**config.mk**
```make
export PLATFORM = sky130hd
export DESIGN_NAME = conv_window_scheduler
export DESIGN_NICKNAME = d
export VERILOG_FILES = /design/src/rtl/conv_sched_pkg.sv /design/src/rtl/conv_window_scheduler_line_buffer.sv /design/src/rtl/conv_window_scheduler.sv
export SDC_FILE = /design/constraint.sdc
export NUM_CORES = 1
export LEC_CHECK = 0
export ABC_CLOCK_PERIOD_IN_PS = 4180
export BUFFER_PORTS_ARGS = -buffer_cell sky130_fd_sc_hd__buf_2
export CORE_MARGIN = 4
export CORE_UTILIZATION = 40
export CTS_CLUSTER_DIAMETER = 80
export DETAILED_ROUTE_END_ITERATION = 6
export GPL_TIMING_DRIVEN = 0
export PLACE_DENSITY = 0.6
export SLEW_MARGIN = 20
export SYNTH_ARGS = -nofsm -noshare
export SYNTH_HDL_FRONTEND = slang
export SYNTH_HIERARCHICAL = 1
export SYNTH_SLANG_ARGS = --single-unit
```
**constraint.sdc**
```tcl
create_clock -name clk -period 4.18 [get_ports clk]
set_input_delay 0.627 -clock clk [delete_from_list [all_inputs] [get_ports clk]]
set_output_delay 0.627 -clock clk [all_outputs]
set_load 0.05 [all_outputs]
```
**src/rtl/conv_sched_pkg.sv**
```systemverilog
// Shared definitions for the 3x3 convolution window scheduler:
// FSM state encoding, pipeline/window geometry and filter mode codes.
package conv_sched_pkg;

  typedef enum logic [1:0] {
    ST_IDLE  = 2'd0,
    ST_RUN   = 2'd1,
    ST_DRAIN = 2'd2,
    ST_DONE  = 2'd3
  } sched_state_e;

  // Cycles from window update to a valid convolver result.
  localparam int PIPE_DEPTH = 2;
  // Window is WIN_SIZE x WIN_SIZE pixels.
  localparam int WIN_SIZE = 3;

  localparam logic MODE_LAPLACIAN = 1'b1;
  localparam logic MODE_GRADIENT  = 1'b0;

endpackage

```
**src/rtl/conv_window_scheduler_line_buffer.sv**
```systemverilog
// conv_line_buffer: one image row of pixels, single port, asynchronous read
// and synchronous write. A read and a write to the same address in one cycle
// returns the old contents (read-before-write). Contents are not reset.
module conv_line_buffer
  import conv_sched_pkg::*;
#(
  parameter int DEPTH = 64,
  parameter int WIDTH = 8,
  parameter int AW    = (DEPTH > 1) ? $clog2(DEPTH) : 1
) (
  input  logic             clk,
  input  logic             we,
  input  logic [AW-1:0]    addr,
  input  logic [WIDTH-1:0] wdata,
  output logic [WIDTH-1:0] rdata
);

  logic [WIDTH-1:0] mem [DEPTH];

  assign rdata = mem[addr];

  // Store the new pixel for this column; the old value is already on rdata.
  always_ff @(posedge clk) begin
    if (we) begin
      mem[addr] <= wdata;
    end
  end

endmodule

```
**src/rtl/conv_window_scheduler.sv**
```systemverilog
// conv_window_scheduler: streams a raster image through two line buffers and
// a 3x3 window register feeding an external convolver, then tags the
// convolver's registered result with its centre coordinate.
// Optional feature: define CONV_SCHED_STALL_CNT_EN to add the stall_cycles
// output counting RUN cycles with no input pixel offered.
//
// Input handshake: a pixel transfers on a rising edge where in_valid and
// in_ready are both high; in_ready depends only on the FSM state, never on
// in_valid. The output side has no ready: the sink always accepts.
module conv_window_scheduler
  import conv_sched_pkg::*;
#(
  parameter int BIT_PER_PIXEL = 8,
  parameter int IMG_WIDTH     = 64,
  parameter int IMG_HEIGHT    = 48,
  parameter int COORD_W       = 8
) (
  input  logic                     clk,
  input  logic                     rst,
  input  logic                     start,
  input  logic                     mode_req,
  input  logic                     in_valid,
  input  logic [BIT_PER_PIXEL-1:0] in_pixel,
  output logic                     in_ready,
  output logic                     conv_mode,
  output logic [BIT_PER_PIXEL-1:0] pixel_0,
  output logic [BIT_PER_PIXEL-1:0] pixel_1,
  output logic [BIT_PER_PIXEL-1:0] pixel_2,
  output logic [BIT_PER_PIXEL-1:0] pixel_3,
  output logic [BIT_PER_PIXEL-1:0] pixel_4,
  output logic [BIT_PER_PIXEL-1:0] pixel_5,
  output logic [BIT_PER_PIXEL-1:0] pixel_6,
  output logic [BIT_PER_PIXEL-1:0] pixel_7,
  output logic [BIT_PER_PIXEL-1:0] pixel_8,
  input  logic [7:0]               conv_result,
  output logic                     out_valid,
  output logic [7:0]               out_pixel,
  output logic [COORD_W-1:0]       out_row,
  output logic [COORD_W-1:0]       out_col,
  output logic                     busy,
  output logic                     frame_done
`ifdef CONV_SCHED_STALL_CNT_EN
  ,
  output logic [15:0]              stall_cycles
`endif
);

  localparam logic [1:0] IDLE  = ST_IDLE;
  localparam logic [1:0] RUN   = ST_RUN;
  localparam logic [1:0] DRAIN = ST_DRAIN;
  localparam logic [1:0] DONE  = ST_DONE;

  localparam int                 LB_AW     = (IMG_WIDTH > 1) ? $clog2(IMG_WIDTH) : 1;
  localparam int                 WIN_PIX   = WIN_SIZE * WIN_SIZE;
  localparam logic [COORD_W-1:0] COL_LAST  = COORD_W'(IMG_WIDTH - 1);
  localparam logic [COORD_W-1:0] ROW_LAST  = COORD_W'(IMG_HEIGHT - 1);
  localparam logic [COORD_W-1:0] EDGE      = COORD_W'(WIN_SIZE - 1);
  localparam logic [COORD_W-1:0] ONE       = COORD_W'(1);
  localparam logic [1:0]         DRAIN_END = 2'(PIPE_DEPTH - 1);

  logic [1:0]               state;
  logic [1:0]               drain_cnt;
  logic [COORD_W-1:0]       row;
  logic [COORD_W-1:0]       col;
  logic                     acc;
  logic                     win_ok;
  logic [BIT_PER_PIXEL-1:0] lb_top;
  logic [BIT_PER_PIXEL-1:0] lb_mid;
  logic [BIT_PER_PIXEL-1:0] win [WIN_PIX];
  logic                     v1;
  logic [COORD_W-1:0]       r1;
  logic [COORD_W-1:0]       c1;

  assign acc    = in_valid && (state == RUN);
  // Only full windows: two rows and two columns already seen at this accept.
  assign win_ok = acc && (row >= EDGE) && (col >= EDGE);

  assign in_ready   = (state == RUN);
  assign busy       = (state != IDLE);
  assign frame_done = (state == DONE);
  assign out_pixel  = conv_result;

  assign pixel_0 = win[0];
  assign pixel_1 = win[1];
  assign pixel_2 = win[2];
  assign pixel_3 = win[3];
  assign pixel_4 = win[4];
  assign pixel_5 = win[5];
  assign pixel_6 = win[6];
  assign pixel_7 = win[7];
  assign pixel_8 = win[8];

  // Row-2 buffer: takes over the row-1 value as the row-1 buffer is rewritten.
  conv_line_buffer #(
    .DEPTH (IMG_WIDTH),
    .WIDTH (BIT_PER_PIXEL),
    .AW    (LB_AW)
  ) u_lb_top (
    .clk   (clk),
    .we    (acc),
    .addr  (col[LB_AW-1:0]),
    .wdata (lb_mid),
    .rdata (lb_top)
  );

  // Row-1 buffer: takes the incoming pixel.
  conv_line_buffer #(
    .DEPTH (IMG_WIDTH),
    .WIDTH (BIT_PER_PIXEL),
    .AW    (LB_AW)
  ) u_lb_mid (
    .clk   (clk),
    .we    (acc),
    .addr  (col[LB_AW-1:0]),
    .wdata (in_pixel),
    .rdata (lb_mid)
  );

  // Frame FSM with raster row/col counters and the latched filter mode.
  always_ff @(posedge clk or posedge rst) begin
    if (rst) begin
      state     <= IDLE;
      drain_cnt <= 2'd0;
      row       <= '0;
      col       <= '0;
      conv_mode <= MODE_GRADIENT;
    end else begin
      case (state)
        IDLE: begin
          if (start) begin
            conv_mode <= mode_req;
            row       <= '0;
            col       <= '0;
            state     <= RUN;
          end
        end
        RUN: begin
          if (acc) begin
            if (col == COL_LAST) begin
              col <= '0;
              if (row == ROW_LAST) begin
                drain_cnt <= 2'd0;
                state     <= DRAIN;
              end else begin
                row <= row + ONE;
              end
            end else begin
              col <= col + ONE;
            end
          end
        end
        DRAIN: begin
          if (drain_cnt == DRAIN_END) begin
            state <= DONE;
          end else begin
            drain_cnt <= drain_cnt + 2'd1;
          end
        end
        DONE: begin
          state <= IDLE;
        end
        default: begin
          state <= IDLE;
        end
      endcase
    end
  end

  // Window shifts left on each accept; new right column is row-2, row-1, current.
  always_ff @(posedge clk or posedge rst) begin
    if (rst) begin
      for (int i = 0; i < WIN_PIX; i++) begin
        win[i] <= '0;
      end
    end else if (acc) begin
      for (int r = 0; r < WIN_SIZE; r++) begin
        for (int c = 0; c < WIN_SIZE - 1; c++) begin
          win[r*WIN_SIZE + c] <= win[r*WIN_SIZE + c + 1];
        end
      end
      win[WIN_SIZE-1]     <= lb_top;
      win[2*WIN_SIZE-1]   <= lb_mid;
      win[WIN_PIX-1]      <= in_pixel;
    end
  end

  // Valid/coordinate pipeline: stage 1 matches the window register, stage 2
  // matches the convolver's output register. Advances every cycle.
  always_ff @(posedge clk or posedge rst) begin
    if (rst) begin
      v1        <= 1'b0;
      r1        <= '0;
      c1        <= '0;
      out_valid <= 1'b0;
      out_row   <= '0;
      out_col   <= '0;
    end else begin
      v1 <= win_ok;
      if (win_ok) begin
        r1 <= row - ONE;
        c1 <= col - ONE;
      end
      out_valid <= v1;
      out_row   <= r1;
      out_col   <= c1;
    end
  end

`ifdef CONV_SCHED_STALL_CNT_EN
  // Saturating count of RUN cycles where the source offered nothing.
  always_ff @(posedge clk or posedge rst) begin
    if (rst) begin
      stall_cycles <= 16'd0;
    end else if ((state == IDLE) && start) begin
      stall_cycles <= 16'd0;
    end else if ((state == RUN) && !in_valid && (stall_cycles != 16'hFFFF)) begin
      stall_cycles <= stall_cycles + 16'd1;
    end
  end
`endif

endmodule

```
==> results.env <==
WORST_SETUP_SP_TYPE='flip-flop'
TIGHTESTPINTRANSITION_NS=1.18
CRITPATHMOSTFREQUENTCELL='sky130_fd_sc_hd__buf_6'
PLACED_INSTANCES=4369
WORSTHOLDPATHCELLS=2
DIE-WIDTH_UM=347
CRIT_PATH_END_KIND='flip-flop'
FINALWEIGHTEDCONGESTION=0.974
ROUTE.DETAILED.VIAS_PER_INST=6.02
NUMBER_OF_ITERATIONS_IN_THE_FIRST_DETAILED_ROUTING_PASS=7
HOLD_PATH_END='conv_mode'
BIGGEST_FANOUT_ALONG_THE_WORST_TIMING_PATH=10
FILLERINSTANCES=9830
VDD_IR_DROP_MAX_mV=0.399
SETUP_SLACK_NS=-0.284
NUM_IO_PINS=122
TRITONCTS_CLOCK_TREE='done'
FP.COREAREA_MM2=0.114
POST_ROUTE_CELLS_DRIVE_ABOVE_1_SHARE_PCT=21.4
CRITICAL_PATH.REG2REG.ENDPOINT='u_lb_mid/mem[22][7]'
TOTAL_LEAKAGE_POWER_uW=0.0174
CRITICALPATHCATEGORY='reg -> reg'
RSZ0062_AT_GRT='true'
HOLD_PATH_STARTPOINT='mode_req'
DESIGN.FINAL.NETS=3012
SYNTH_ENABLE_FLOP_CELLS=1024
LAYOUT-AREA-OVERHEAD-VS-SYNTH_PCT=15.2
BUFFER_PORTS.INSERTED=113
DP_HPWL_MM=92.0
CTS.HTREE.LEVELS=3
SETUP_VIOL=313
LAYOUT.CELLS.MOST_COMMON='sky130_fd_sc_hd__edfxtp_1'
TIMING.MAX_SLEW.REL_SLACK_PCT=20.4
CLOCK_LATENCY_NS=0.70
SYNTHESIS.AREA_MM2=0.0460
HOLD_VIOL_FINAL=0
FIN_TNS_SETUP_NS=-36.08
WORST_EP_ARRIVAL_NS=4.78
YOSYSWARNINGCOUNT=6
TRACK_USAGE_PCT=22.3
COMMONEST_CELLS_AFTER_ROUTING_FILL_AND_TAPS_ASIDE='sky130_fd_sc_hd__edfxtp_1, sky130_fd_sc_hd__buf_2, sky130_fd_sc_hd__mux2i_1'
CRIT_PATH_CELL_TRACE='buf_6 > buf_6 > nor2b_1 > clkbuf_1 > buf_1 > nand3_1 > nor2_2'
YOSYSTOPAREACELL='sky130_fd_sc_hd__edfxtp_1'
FMAX_MHz=224
DRC=2
ROUTE.FINAL.WIRE_LENGTH_MM=139
FINAL_MIN_PERIOD_NS=4.46
GRT_PASS1_VIAS=27375
PIN_COUNT_OF_THE_BIGGEST_NET_ENTERING_GLOBAL_ROUTING=81
CRITICAL-PATH-MAX-STAGE-DELAY_NS=0.88
CLKSINKCOUNT=1151
GR-TOTAL-OVERFLOW=0
TIMING.REG2REG.SETUP_SLACK_NS=-0.28
DIE_AREA_MM2=0.120
POST_SYNTH_INST_COUNT=2726
NETLIST_TOP_CELLS_AREA='sky130_fd_sc_hd__edfxtp_1, sky130_fd_sc_hd__dfrtp_1, sky130_fd_sc_hd__mux4_2'
ASYNC_RESET_FF_SHARE_PCT=11.0
STATUS='finished with violations'
FINAL_CELL_COUNT_NO_FILL=4592
ANT_NETS=0
HOLD_CLASS='in -> reg'
GRT_ANTENNA_BEFORE_REPAIR=3
MAXSLEWVIOLCOUNT=0
TIMING.CLOCK.SKEW_NS=0.0268
DR_TOTAL_VIAS=27637
NUMCTSBUFFERS=113
CLK_TRANSITION_REPORTED_PATHS_NS=0.06
SYNTH.LIB_CELLS_USED.DISTINCT=73
NUM_ROWS=124
INITIAL_CORE_UTIL_PCT=40.3
SEQ_AREA_FRAC_SYNTH_PCT=73.7
CRIT_PATH_TOP_DELAY_CELL='sky130_fd_sc_hd__nand3_1'
SYN-NUM-NETS=2758
YOSYS_REGISTER_BITS=1151
CRIT_REQUIRED_NS=4.50
SYNTH_TOP_AREA_SHARE_PCT=66.8
DIE_HEIGHT_UM=347
GRT_FIRST_PASS_WIRELENGTH_MM=197
SYNTHFLOPTYPE='sky130_fd_sc_hd__edfxtp_1'
ROOT_BUFFER='sky130_fd_sc_hd__clkbuf_16'
RR_STARTPOINT='col[1]'
AVGSYNTHCELLAREA_UM2=16.9
CAP_VIOL_MAX_COUNT=0
TIMING.FINAL.CRIT_SHARE_PCT=107
VIOLATIONS='DRC, setup timing'
FIRST_ITER_VIOLATIONS=3575
WIRE_LENGTH_PER_CELL_UM=30.2
POWER_uW=35900
WORSTREGTOREGCELLS=7
POWER_DENSITY_mW_PER_MM2=677
CTS_MAX_PATH_BUFFERS=3
UTILIZATION_OF_THE_CORE_AFTER_ROUTING_PCT=46.4
power by group:
group	total (µW)	switching, µW	internal [µW]
Clock	10400	4330	6070
Combinational	10800	7690	3150
Sequential	14600	422	14200
Total	35900	12400	23400
worst max-delay path: cells and delay by family (launching register included):
family                 cells  cell delay (ns)
flip-flops                 1             0.58
AND/OR/NAND/NOR            3             1.91
buffers and inverters      4             1.59
synth_stat cells, drive strengths merged, types with 14 or more instances:
cell type,n
and4,14
a32oi,14
mux2,113
buf,118
a22o,21
nand3,25
a221o,22
a21oi,66
o22a,22
edfxtp,1024
nand3b,25
a221oi,42
inv,22
clkbuf,72
dfrtp,127
and2,23
nand2,109
o221ai,20
o2bb2ai,14
a22oi,80
nor2,173
nor2b,16
mux2i,128
o21ai,28
and3,20
nand2b,50
o22ai,45
a31oi,32
mux4,82
worst max-delay path by stage:
stage,start,endpoint,cells past startpoint
finish,col[1],u_lb_mid/mem[22][7],7
global route,col[1],u_lb_top/mem[44][4],7
CTS,col[1],u_lb_top/mem[52][4],7
detailed placement,col[2],u_lb_top/mem[23][4],11
global placement,col[2],pixel_5[2],10
floorplan,rst,c1[0],1
repair_timing:
item,4_1_cts,5_1_grt
pin swaps,2,2
hold endpoints to repair,47,0
endpoints found under the setup margin,1200,425
cloned,0,2
hold buffers,1,0
resized for setup,73,40
buffers inserted,6,1
metal layers:
metal	part of all wire [%]	GRT usage, %	up-vias
met1	38	29.5	14283
met4	4.6	9.33	6
met5	0.032	0	-
met3	9.5	4.29	332
met2	48	36.4	1599
li1	-	-	11417
state kept, by name, indices dropped and copies added (netlist names), 8 cells and up:
signal        cells
pixel_7           8
pixel_2           8
pixel_3           8
pixel_1           8
pixel_6           8
col               8
u_lb_top/mem    512
r1                8
row               8
out_col           8
pixel_8           8
out_row           8
u_lb_mid/mem    512
pixel_4           8
pixel_5           8
c1                8
pixel_0           8
cell type report:
class	count	area, µm²	share of cell area [%]
clock inverters	73	813	1.53
repair buffers	139	928	1.75
diodes	1	2.50	0.00472
inverters	22	87.6	0.165
flip-flops and latches	1151	33900	64.0
multi-input cells	1365	11400	21.4
plain buffers	188	982	1.85
clock buffers	141	3000	5.65
well taps	1512	1890	3.57
cell families (layout without fill, tap and decap cells):
| kind of cell | count (synthesis) | after routing | synth area share (%) |
|---|---|---|---|
| flip-flops | 1151 | 1151 | 73.7 |
| AND/OR/NAND/NOR | 532 | 534 | 6.01 |
| AO/OA/AOI/OAI | 482 | 482 | 7.81 |
| multiplexers | 323 | 323 | 9.57 |
| buffers and inverters | 212 | 563 | 2.28 |
| XOR/XNOR | 15 | 15 | 0.286 |
| adder cells (fa/ha/maj) | 11 | 11 | 0.299 |
| other | 0 | 1 | 0 |
metrics by stage:
stage | hold slack, ns | worst slack [ns] | area [µm²]
after floorplan | 0.331 | 0.169 | 46000
after global placement | 0.339 | -3.45 | 48500
after detailed placement | 0.354 | -1.02 | 48800
after CTS | 0.153 | -0.0513 | 52800
after global routing | 0.188 | -0.196 | 53000
final | 0.183 | -0.284 | 53000
Power figures use the tool's default switching activity.
